<file path="src/rtl/wall_follow_pkg.sv">
// Shared encodings for the wall-follower: drive commands, FSM states and the
// state-to-command mapping.
package wall_follow_pkg;

    typedef enum logic [2:0] {
        StIdle        = 3'd0,
        StFollow      = 3'd1,
        StSteerAway   = 3'd2,
        StSteerToward = 3'd3,
        StAvoid       = 3'd4,
        StEscape      = 3'd5
    } wf_state_e;

    typedef enum logic [2:0] {
        CmdStop    = 3'b000,
        CmdFwd     = 3'b001,
        CmdLeft    = 3'b010,
        CmdRight   = 3'b011,
        CmdReverse = 3'b100
    } drive_cmd_e;

    // side: 0 = left wall, 1 = right wall; "away" turns opposite to the wall.
    function automatic drive_cmd_e state_cmd(wf_state_e st, logic side);
        drive_cmd_e cmd;
        case (st)
            StFollow:              cmd = CmdFwd;
            StSteerAway, StAvoid:  cmd = side ? CmdLeft : CmdRight;
            StSteerToward:         cmd = side ? CmdRight : CmdLeft;
            StEscape:              cmd = CmdReverse;
            default:               cmd = CmdStop;
        endcase
        return cmd;
    endfunction

endpackage

</file>
<file path="src/rtl/wf_turn_timer.sv">
// Down-counter used to hold the AVOID and ESCAPE manoeuvres for a minimum
// number of cycles.
module wf_turn_timer #(
    parameter int unsigned TURN_CYCLES = 1000
) (
    input  logic clk,
    input  logic rst,
    input  logic clear,
    input  logic load,
    input  logic dec,
    output logic zero
);

    localparam int unsigned TW = $clog2(TURN_CYCLES + 1);
    localparam logic [TW-1:0] LoadVal = TW'(TURN_CYCLES - 1);

    logic [TW-1:0] count_q;

    always_ff @(posedge clk) begin
        if (rst || clear) begin
            count_q <= '0;
        end else if (load) begin
            count_q <= LoadVal;
        end else if (dec && count_q != '0) begin
            count_q <= count_q - 1'b1;
        end
    end

    assign zero = (count_q == '0);

endmodule

</file>
<file path="src/rtl/wall_follower_fsm.sv">
// Wall-following drive controller: classifies distance samples against a side
// band and front stop, and sequences follow / steer / avoid / escape manoeuvres.
module wall_follower_fsm
    import wall_follow_pkg::*;
#(
    parameter int unsigned DW          = 16,
    parameter int unsigned WALL_MIN    = 15,
    parameter int unsigned WALL_MAX    = 30,
    parameter int unsigned FRONT_STOP  = 20,
    parameter int unsigned HYST        = 2,
    parameter int unsigned PERSIST     = 4,
    parameter int unsigned TURN_CYCLES = 1000
) (
    input  logic          clk,
    input  logic          rst,
    input  logic          en,
    input  logic          follow_side,
    input  logic          dist_valid,
    input  logic [DW-1:0] dist_left,
    input  logic [DW-1:0] dist_front,
    input  logic [DW-1:0] dist_right,
    output logic [2:0]    drive_cmd,
    output logic          cmd_valid,
    output logic [2:0]    state
);

    if (!(int'(WALL_MIN) + int'(HYST) < int'(WALL_MAX) - int'(HYST)) || PERSIST < 1 ||
        TURN_CYCLES < 1) begin : gen_param_check
        $error("wall_follower_fsm: inconsistent band, PERSIST or TURN_CYCLES parameters");
    end

    localparam int unsigned PW = $clog2(PERSIST + 1);
    localparam logic [DW-1:0] MinLim     = DW'(WALL_MIN);
    localparam logic [DW-1:0] MaxLim     = DW'(WALL_MAX);
    localparam logic [DW-1:0] FrontLim   = DW'(FRONT_STOP);
    localparam logic [DW-1:0] AwayExit   = DW'(WALL_MIN + HYST);
    localparam logic [DW-1:0] TowardExit = DW'(WALL_MAX - HYST);
    localparam logic [PW-1:0] PersistMax = PW'(PERSIST);

    wf_state_e  state_q, state_d;
    drive_cmd_e cmd_q, cmd_d;
    logic       cmd_valid_q;
    logic       side_q, side_d;
    logic       front_q;
    logic [PW-1:0] pcnt_q, pcnt_d, pcnt_inc;
    logic       cls_far_q, cls_far_d;
    logic [DW-1:0] side_dist, opp_dist;
    logic       front_block, near, far, opp_near, front_now, persisted;
    logic       tmr_zero, tmr_load, tmr_dec, tmr_clear;

    assign side_dist   = side_q ? dist_right : dist_left;
    assign opp_dist    = side_q ? dist_left : dist_right;
    assign front_block = (dist_front != '0) && (dist_front < FrontLim);
    assign near        = (side_dist != '0) && (side_dist < MinLim);
    assign far         = (side_dist == '0) || (side_dist > MaxLim);
    assign opp_near    = (opp_dist != '0) && (opp_dist < MinLim);
    assign front_now   = dist_valid ? front_block : front_q;

    // Run length of same-class samples, including the one presented this cycle.
    always_comb begin
        if (pcnt_q != '0 && cls_far_q == far) begin
            pcnt_inc = (pcnt_q == PersistMax) ? pcnt_q : pcnt_q + 1'b1;
        end else begin
            pcnt_inc = PW'(1);
        end
    end
    assign persisted = (near || far) && (pcnt_inc == PersistMax);

    always_comb begin
        state_d  = state_q;
        side_d   = side_q;
        tmr_load = 1'b0;
        if (!en) begin
            state_d = StIdle;
        end else begin
            case (state_q)
                StIdle: begin
                    state_d = StFollow;
                    side_d  = follow_side;
                end
                StFollow, StSteerAway, StSteerToward: begin
                    if (dist_valid) begin
                        if (front_block && opp_near) begin
                            state_d = StEscape;
                        end else if (front_block) begin
                            state_d = StAvoid;
                        end else if (state_q == StFollow) begin
                            if (persisted) state_d = near ? StSteerAway : StSteerToward;
                        end else if (state_q == StSteerAway) begin
                            if (side_dist >= AwayExit || side_dist == '0) state_d = StFollow;
                        end else if (side_dist != '0 && side_dist <= TowardExit) begin
                            state_d = StFollow;
                        end
                    end
                end
                StAvoid: begin
                    if (tmr_zero) begin
                        if (front_now) tmr_load = 1'b1;
                        else           state_d  = StFollow;
                    end
                end
                StEscape: begin
                    if (tmr_zero) state_d = StAvoid;
                end
                default: state_d = StIdle;
            endcase
            if ((state_d == StAvoid || state_d == StEscape) && state_d != state_q) begin
                tmr_load = 1'b1;
            end
        end
    end

    // Persistence only matters while following; any state change restarts it.
    always_comb begin
        pcnt_d    = pcnt_q;
        cls_far_d = cls_far_q;
        if (state_q != StFollow || state_d != state_q) begin
            pcnt_d = '0;
        end else if (dist_valid) begin
            if (near || far) begin
                pcnt_d    = pcnt_inc;
                cls_far_d = far;
            end else begin
                pcnt_d = '0;
            end
        end
    end

    assign cmd_d     = state_cmd(state_d, side_d);
    assign tmr_dec   = (state_q == StAvoid) || (state_q == StEscape);
    assign tmr_clear = !((state_d == StAvoid) || (state_d == StEscape));

    always_ff @(posedge clk) begin
        if (rst) begin
            state_q     <= StIdle;
            cmd_q       <= CmdStop;
            cmd_valid_q <= 1'b0;
            side_q      <= 1'b0;
            front_q     <= 1'b0;
            pcnt_q      <= '0;
            cls_far_q   <= 1'b0;
        end else begin
            state_q     <= state_d;
            cmd_q       <= cmd_d;
            cmd_valid_q <= (cmd_d != cmd_q);
            side_q      <= side_d;
            if (dist_valid && state_q != StIdle) front_q <= front_block;
            pcnt_q      <= pcnt_d;
            cls_far_q   <= cls_far_d;
        end
    end

    wf_turn_timer #(
        .TURN_CYCLES(TURN_CYCLES)
    ) u_turn_timer (
        .clk  (clk),
        .rst  (rst),
        .clear(tmr_clear),
        .load (tmr_load),
        .dec  (tmr_dec),
        .zero (tmr_zero)
    );

    assign drive_cmd = cmd_q;
    assign cmd_valid = cmd_valid_q;
    assign state     = state_q;

endmodule

</file>
<file path="config.mk">
export PLATFORM = sky130hd
export DESIGN_NAME = wall_follower_fsm
export DESIGN_NICKNAME = d
export VERILOG_FILES = /design/src/rtl/wall_follow_pkg.sv /design/src/rtl/wf_turn_timer.sv /design/src/rtl/wall_follower_fsm.sv
export SDC_FILE = /design/constraint.sdc
export NUM_CORES = 1
export LEC_CHECK = 0
export CAP_MARGIN = 15
export CORE_MARGIN = 3
export CORE_UTILIZATION = 51
export CTS_BUF_LIST = sky130_fd_sc_hd__clkbuf_8
export CTS_CLUSTER_DIAMETER = 60
export DETAILED_ROUTE_END_ITERATION = 7
export PLACE_DENSITY = 0.88
export SLEW_MARGIN = 30
export SYNTH_ARGS = -nofsm -noshare
export SYNTH_HDL_FRONTEND = slang
export SYNTH_SLANG_ARGS = --single-unit
export TNS_END_PERCENT = 5
</file>
<file path="constraint.sdc">
create_clock -name clk -period 7.5 [get_ports clk]
set_input_delay 1.125 -clock clk [delete_from_list [all_inputs] [get_ports clk]]
set_output_delay 1.125 -clock clk [all_outputs]
set_load 0.05 [all_outputs]
</file>
# --- Word level (Yosys, flattened, before mapping) ---
# Index checks and enable logic that the tools add are counted.
op_classes:
  add_sub_neg: 2
  magnitude_cmp: 6
  n_eq_ne: 19
  muxes: 33
  n_bitwise: 1
  n_reduce_logical: 34
op_table:
  columns: ["cell", "count"]
  rows:
  - ["$mux 3", 16]
  - ["$reduce_bool 16->1", 3]
  - ["$lt 16x4->1 const B", 2]
  - ["$mux 16", 2]
  - ["$eq 3x3->1 const B", 8]
  - ["$pmux 3 s4", 2]
  - ["$mux 10", 2]
  - ["$ge 16x5->1 const B", 1]
  - ["$gt 16x5->1 const B", 1]
  - ["$le 16x5->1 const B", 1]
  - ["$logic_not 16->1", 1]
  - ["$lt 16x5->1 const B", 1]
  - ["$eq 3x2->1 const B", 4]
  - ["$mux 1", 11]
  - ["$logic_and 1x1->1", 10]
  - ["$logic_not 10->1", 1]
  - ["$reduce_bool 10->1", 1]
  - ["$sub 10x1->10 const B", 1]
  - ["$ne 3x3->1", 3]
  - ["$logic_or 1x1->1", 8]
  - ["$eq 3x1->1 const B", 2]
  - ["$reduce_bool 3->1", 2]
  - ["$reduce_or 2->1", 3]
  - ["$add 3x1->3 const B", 1]
  - ["8 further kinds", 8]
word_totals:
  register_bits: 23
  input_bits: 53
  out_inout_bits: 7
  wordCells: 104

# --- Depth between registers and ports, before layout ---
logic_depth:
  depth_word: 21
  depth_mapped: 11
  depth_no_buf: 11

# --- By module ---
# From an unflattened synthesis, not the netlist that was laid out.
unflattened:
  cells_unflattened: 228
  area_unflattened_um2: 1811.7
modules_own_cells:
  columns: ["module", "n_inst", "cells_per_inst", "area_each_um2", "seq_area_each_um2"]
  rows:
  - ["wall_follower_fsm", 1, 167, 1238.7, 260.2]
  - ["wf_turn_timer", 1, 61, 573.0, 200.2]

# --- Worst setup path before layout ---
# No wires, ideal clock.
synth_path:
  path_type: "input -> register"
  startpoint: "input port dist_left[0]"
  endpoint: "register cmd_valid_q, in the netlist cmd_valid"
  setup_ps: 74
  t_arrival_ps: 3324
  t_required_ps: 7426
  path_slack_ps: 4102
  cell_stages: 10
  n_path_buf: 0
  cell_sequence: "or4_4 > mux2i_4 > nor2_2 > o21ai_2 > a32o_2 > a21oi_2 > o41ai_4 > o211ai_2 > a21o_1 > a31oi_1"
synth_between:
  elab_chain_len: 20
  word_cells_on_any_way: 42
  cone_classes: "order compare: 5; eq/ne: 8; mux: 16; reduce/logical: 13"
synth_rtl:
  columns: ["element", "line", "text"]
  rows:
  - ["start, declared", "wall_follower_fsm.sv:19", "input logic [DW-1:0] dist_left,"]
  - ["$mux 16", "wall_follower_fsm.sv:51", "assign side_dist = side_q ? dist_right : dist_left;"]
  - ["$gt 16x5->1 or $logic_not 16->1 (tied branches)", "wall_follower_fsm.sv:55, wall_follower_fsm.sv:90", null]
  - ["$logic_or 1x1->1", "wall_follower_fsm.sv:55", "assign far = (side_dist == '0) || (side_dist > MaxLim);"]
  - ["$eq 1x1->1", "wall_follower_fsm.sv:61", "if (pcnt_q != '0 && cls_far_q == far) begin"]
  - ["$logic_and 1x1->1", "wall_follower_fsm.sv:61", null]
  - ["$mux 3", "wall_follower_fsm.sv:61", null]
  - ["$eq 3x3->1", "wall_follower_fsm.sv:67", "assign persisted = (near || far) && (pcnt_inc == PersistMax);"]
  - ["$logic_and 1x1->1", "wall_follower_fsm.sv:67", null]
  - ["[3 not listed]", null, null]
  - ["$mux 3 (*)", "wall_follower_fsm.sv:83", "if (front_block && opp_near) begin"]
  - ["$mux 3 (*)", "wall_follower_fsm.sv:82", "if (dist_valid) begin"]
  - ["$pmux 3 s4 (*)", "wall_follower_fsm.sv:76", "case (state_q)"]
  - ["$mux 3 (*) (2 in a row)", "wall_follower_fsm.sv:73", "if (!en) begin"]
  - ["$eq 3x3->1 or $eq 3x2->1 (tied branches)", "wall_follow_pkg.sv:25", "case (st)"]
  - ["$reduce_or 2->1", "wall_follow_pkg.sv:25", null]
  - ["$pmux 3 s4 (*)", "wall_follow_pkg.sv:25", null]
  - ["$ne 3x3->1 (*)", "wall_follower_fsm.sv:145", "cmd_valid_q <= (cmd_d != cmd_q);"]
  - ["end signal, assigned", "wall_follower_fsm.sv:145", null]
  - ["end, declared", "wall_follower_fsm.sv:42", "logic cmd_valid_q;"]
# Every way passes the cells marked *; elsewhere a longest branch is shown, timed or not. The select of a mux whose other input is x is not followed.
# A chain may end at the register's enable or synchronous reset.

# --- Worst setup path after layout ---
# Same ends and word-level chain as after synthesis.

==> flow_summary.toml <==
[run_status]
status = "completed"

[critical_path]
critPathKind = "in -> reg"
critPathBufInv = 1
timing.rr.start = "u_turn_timer.count_q[5]"
crit_required_ps = 7680
critPathCaptureType = "flop"
cp_max_fo = 8
critical_path.max_stage_delay_ps = 590
crit_arrival_ps = 4020
cp_top_family = "compound AO/OA/AOI/OAI gates"
worstPathCellList = "clkdlybuf4s50_1 -> or4_4 -> mux2i_4 -> nor2_2 -> o21ai_2 -> a32o_2 -> a21oi_2 -> o41ai_4 -> o211ai_2 -> a21o_1 -> a31oi_1"
start_kind = "input port"
crit_slowest_cell = "or4_4"
crit_start = "dist_left[0]"

[timing]
setup_viol = 0
finalCritPeriodShare = 0.512
max_freq_mhz = 260
drv_slew = 0
rsz0062_at_grt = "no"
slew_headroom = 0.627
tightest_slew_ps = 559
tns_ps = 0
finalClockSkew_ps = 6.59
hold_viol_final = 0
period_needed_ps = 3840

[clocking]
cts_root_buf = "clkbuf_8"
numCtsBuffers = 3
clkLatencyLatePin_ps = 260
cts_tree = "yes"
cts-resized-gates = 0
htree_num_levels = 1
clockBufferDepth = 2
clkTransAtPathRegs_ps = 70
post_cts_buffers = 0
ctsHoldBuffers = 0
cts.sinks = 23

[routing]
drt_iter0_drc = 73
wl_mm = 4.64
vias_per_cell = 5.85
first_pass_iters = 4
drcViolationCount = 0
wire_per_inst_um = 15.0
via_count = 1807
final_antenna_net_count = 0

[min_path]
worstHoldStart = "drive_cmd[0]"
worstHoldPathType = "reg -> reg"

[synth]
ys.warnings.count = 0
synth_cell_types = 55
synth_top_family_by_area = "simple AND/OR/NAND/NOR gates"
synthesis.area_sq_um = 1750
yosysMostFrequentCell = "dfxtp_1"
post_synth.cell_area_avg_sq_um = 8.43
synth_simple_gate_area_frac = 0.305
synthMuxAreaShare = 0.0421
ys_seq_area_frac = 0.263
async_reset_ff_frac = 0
synth_ff_type = "dfxtp_1"
synthTopCellsByArea = "dfxtp_1 26%, a21oi_1 4.9%, nor4_1 3.9%"
synth_edf_count = 0
synth_compound_area_frac = 0.258
synth_adder_area_share = 0.0286
yosys.area.top_type_share = 0.263
postSynthCellCount = 208
yosysTopAreaCell = "dfxtp_1"
synth_xor_xnor_area_share = 0.0550
yosys_register_bits = 23
ys_top_cells_by_count = "23 x dfxtp_1, 17 x a21oi_1, 17 x nor2_1"
syn_nets = 265

[grt]
globalRouteOverflowTotal = 0
grt_pass1_vias = 1741
grt_max_degree = 15
grt_pass1_wl_mm = 7.81
grt_use_total = 0.230
antenna_found_initial = 0

[cells_and_area]
syn2layout_area_growth_pct = 36.7
nets = 323
drive_above_1_share = 0.0943
n_antenna_cell = 0

[die]
die-area_sq_um = 4180
die_h_um = 64.6
placementRows = 20
core_sq_um = 3150
die_w_um = 64.6
initial_core_util = 0.556
io_pins = 60

[run]
cap_violations = 0

[place]
io_buffer_count = 59
gp_congestion = 0.832
hpwl_mm = 3.76

[power_and_ir_drop]
irDropWorstVdd_mv = 0.157
power.total_w = 0.000266
power_density_nw_per_um2 = 111
p_leak_nw = 0.906
[cell type report]
type | count | area [sq um]
clock buffer | 3 | 41.3
clock inverter | 1 | 3.75
tap | 44 | 55.1
sequential | 23 | 460
timing repair buffer | 59 | 591
fill | 259 | 757
multi-input combinational | 169 | 1210
inverter | 10 | 37.5
[worst paths after layout]
check              endpoint  slack [ps]  cells after the start
setup / recovery  cmd_valid        3660                     11
hold / removal    cmd_valid         520                      2
setup reg to reg  cls_far_q        4680                     10
hold reg to reg   cmd_valid         520                      2
[cells in the final DEF, fill, tap and decap left out, drive strengths merged, types with 2 or more instances in the layout]
master         netlist  layout
a21o                 3       3
a21oi               20      20
a31oi                4       4
and3                 5       5
clkbuf               4       3
clkdlybuf4s50        0      59
dfxtp               23      23
ha                   4       4
inv                 10      11
mux2i                5       5
nand2               13      13
nand2b               2       2
nand3                8       8
nand4                4       4
nand4b               3       3
nor2                18      18
nor2b                6       6
nor3                13      13
nor4                12      12
o2111a               2       2
o21ai                6       6
o21bai               3       3
o32a                 2       2
o41ai                2       2
or3                  3       3
or4                  2       2
xnor2                6       6
xor2                 5       5
[kinds of logic (layout without fill, tap and decap cells)]
logic type                 after synthesis  after routing
AOI/OAI and AO/OA                       54             54
xor gates and xnor gates                11             11
adders and majority gates                4              4
buffers and inverters                   16             73
DFF                                     23             23
muxes                                    6              6
and+or+nand+nor                         94             94
[metrics by stage]
step | utilization | setup WS, ps | cell area (sq um) | hold WS (ps) | cells
CTS | 0.760 | 3670 | 2400 | 526 | 309
global placement | 0.746 | 3500 | 2350 | 504 | 305
detailed placement | 0.746 | 3390 | 2350 | 514 | 305
finish | 0.760 | 3660 | 2400 | 523 | 309
global route | 0.760 | 3540 | 2400 | 530 | 309
floorplan | - | 4100 | 1750 | 478 | 208
[per-layer routing]
layer,vias up,global-route usage,part of all wire
li1,902,-,-
met2,67,0.409,0.47
met1,832,0.280,0.46
met3,6,0.0485,0.068
met4,0,0.0580,0.0099
met5,-,0,0
[sequential cells by signal, indices dropped and copies added, names as in the netlist]
name and count:
drive_cmd 3, state 3, cls_far_q 1, front_q 1
cmd_valid 1, side_q 1, pcnt_q 3, u_turn_timer.count_q 10
[worst reg2reg max path, delay by kind of cell (launching register included)]
family             cells  cell delay [ps]
and+or+nand+nor        7             1680
AOI/OAI and AO/OA      3              660
DFF                    1              360
[report_power, final]
part | internal [W] | switching (W)
logic | 0.0000380 | 0.0000281
clock network | 0.0000364 | 0.0000357
registers | 0.000124 | 0.00000354
No activity file was read; power rests on OpenSTA's default activity.
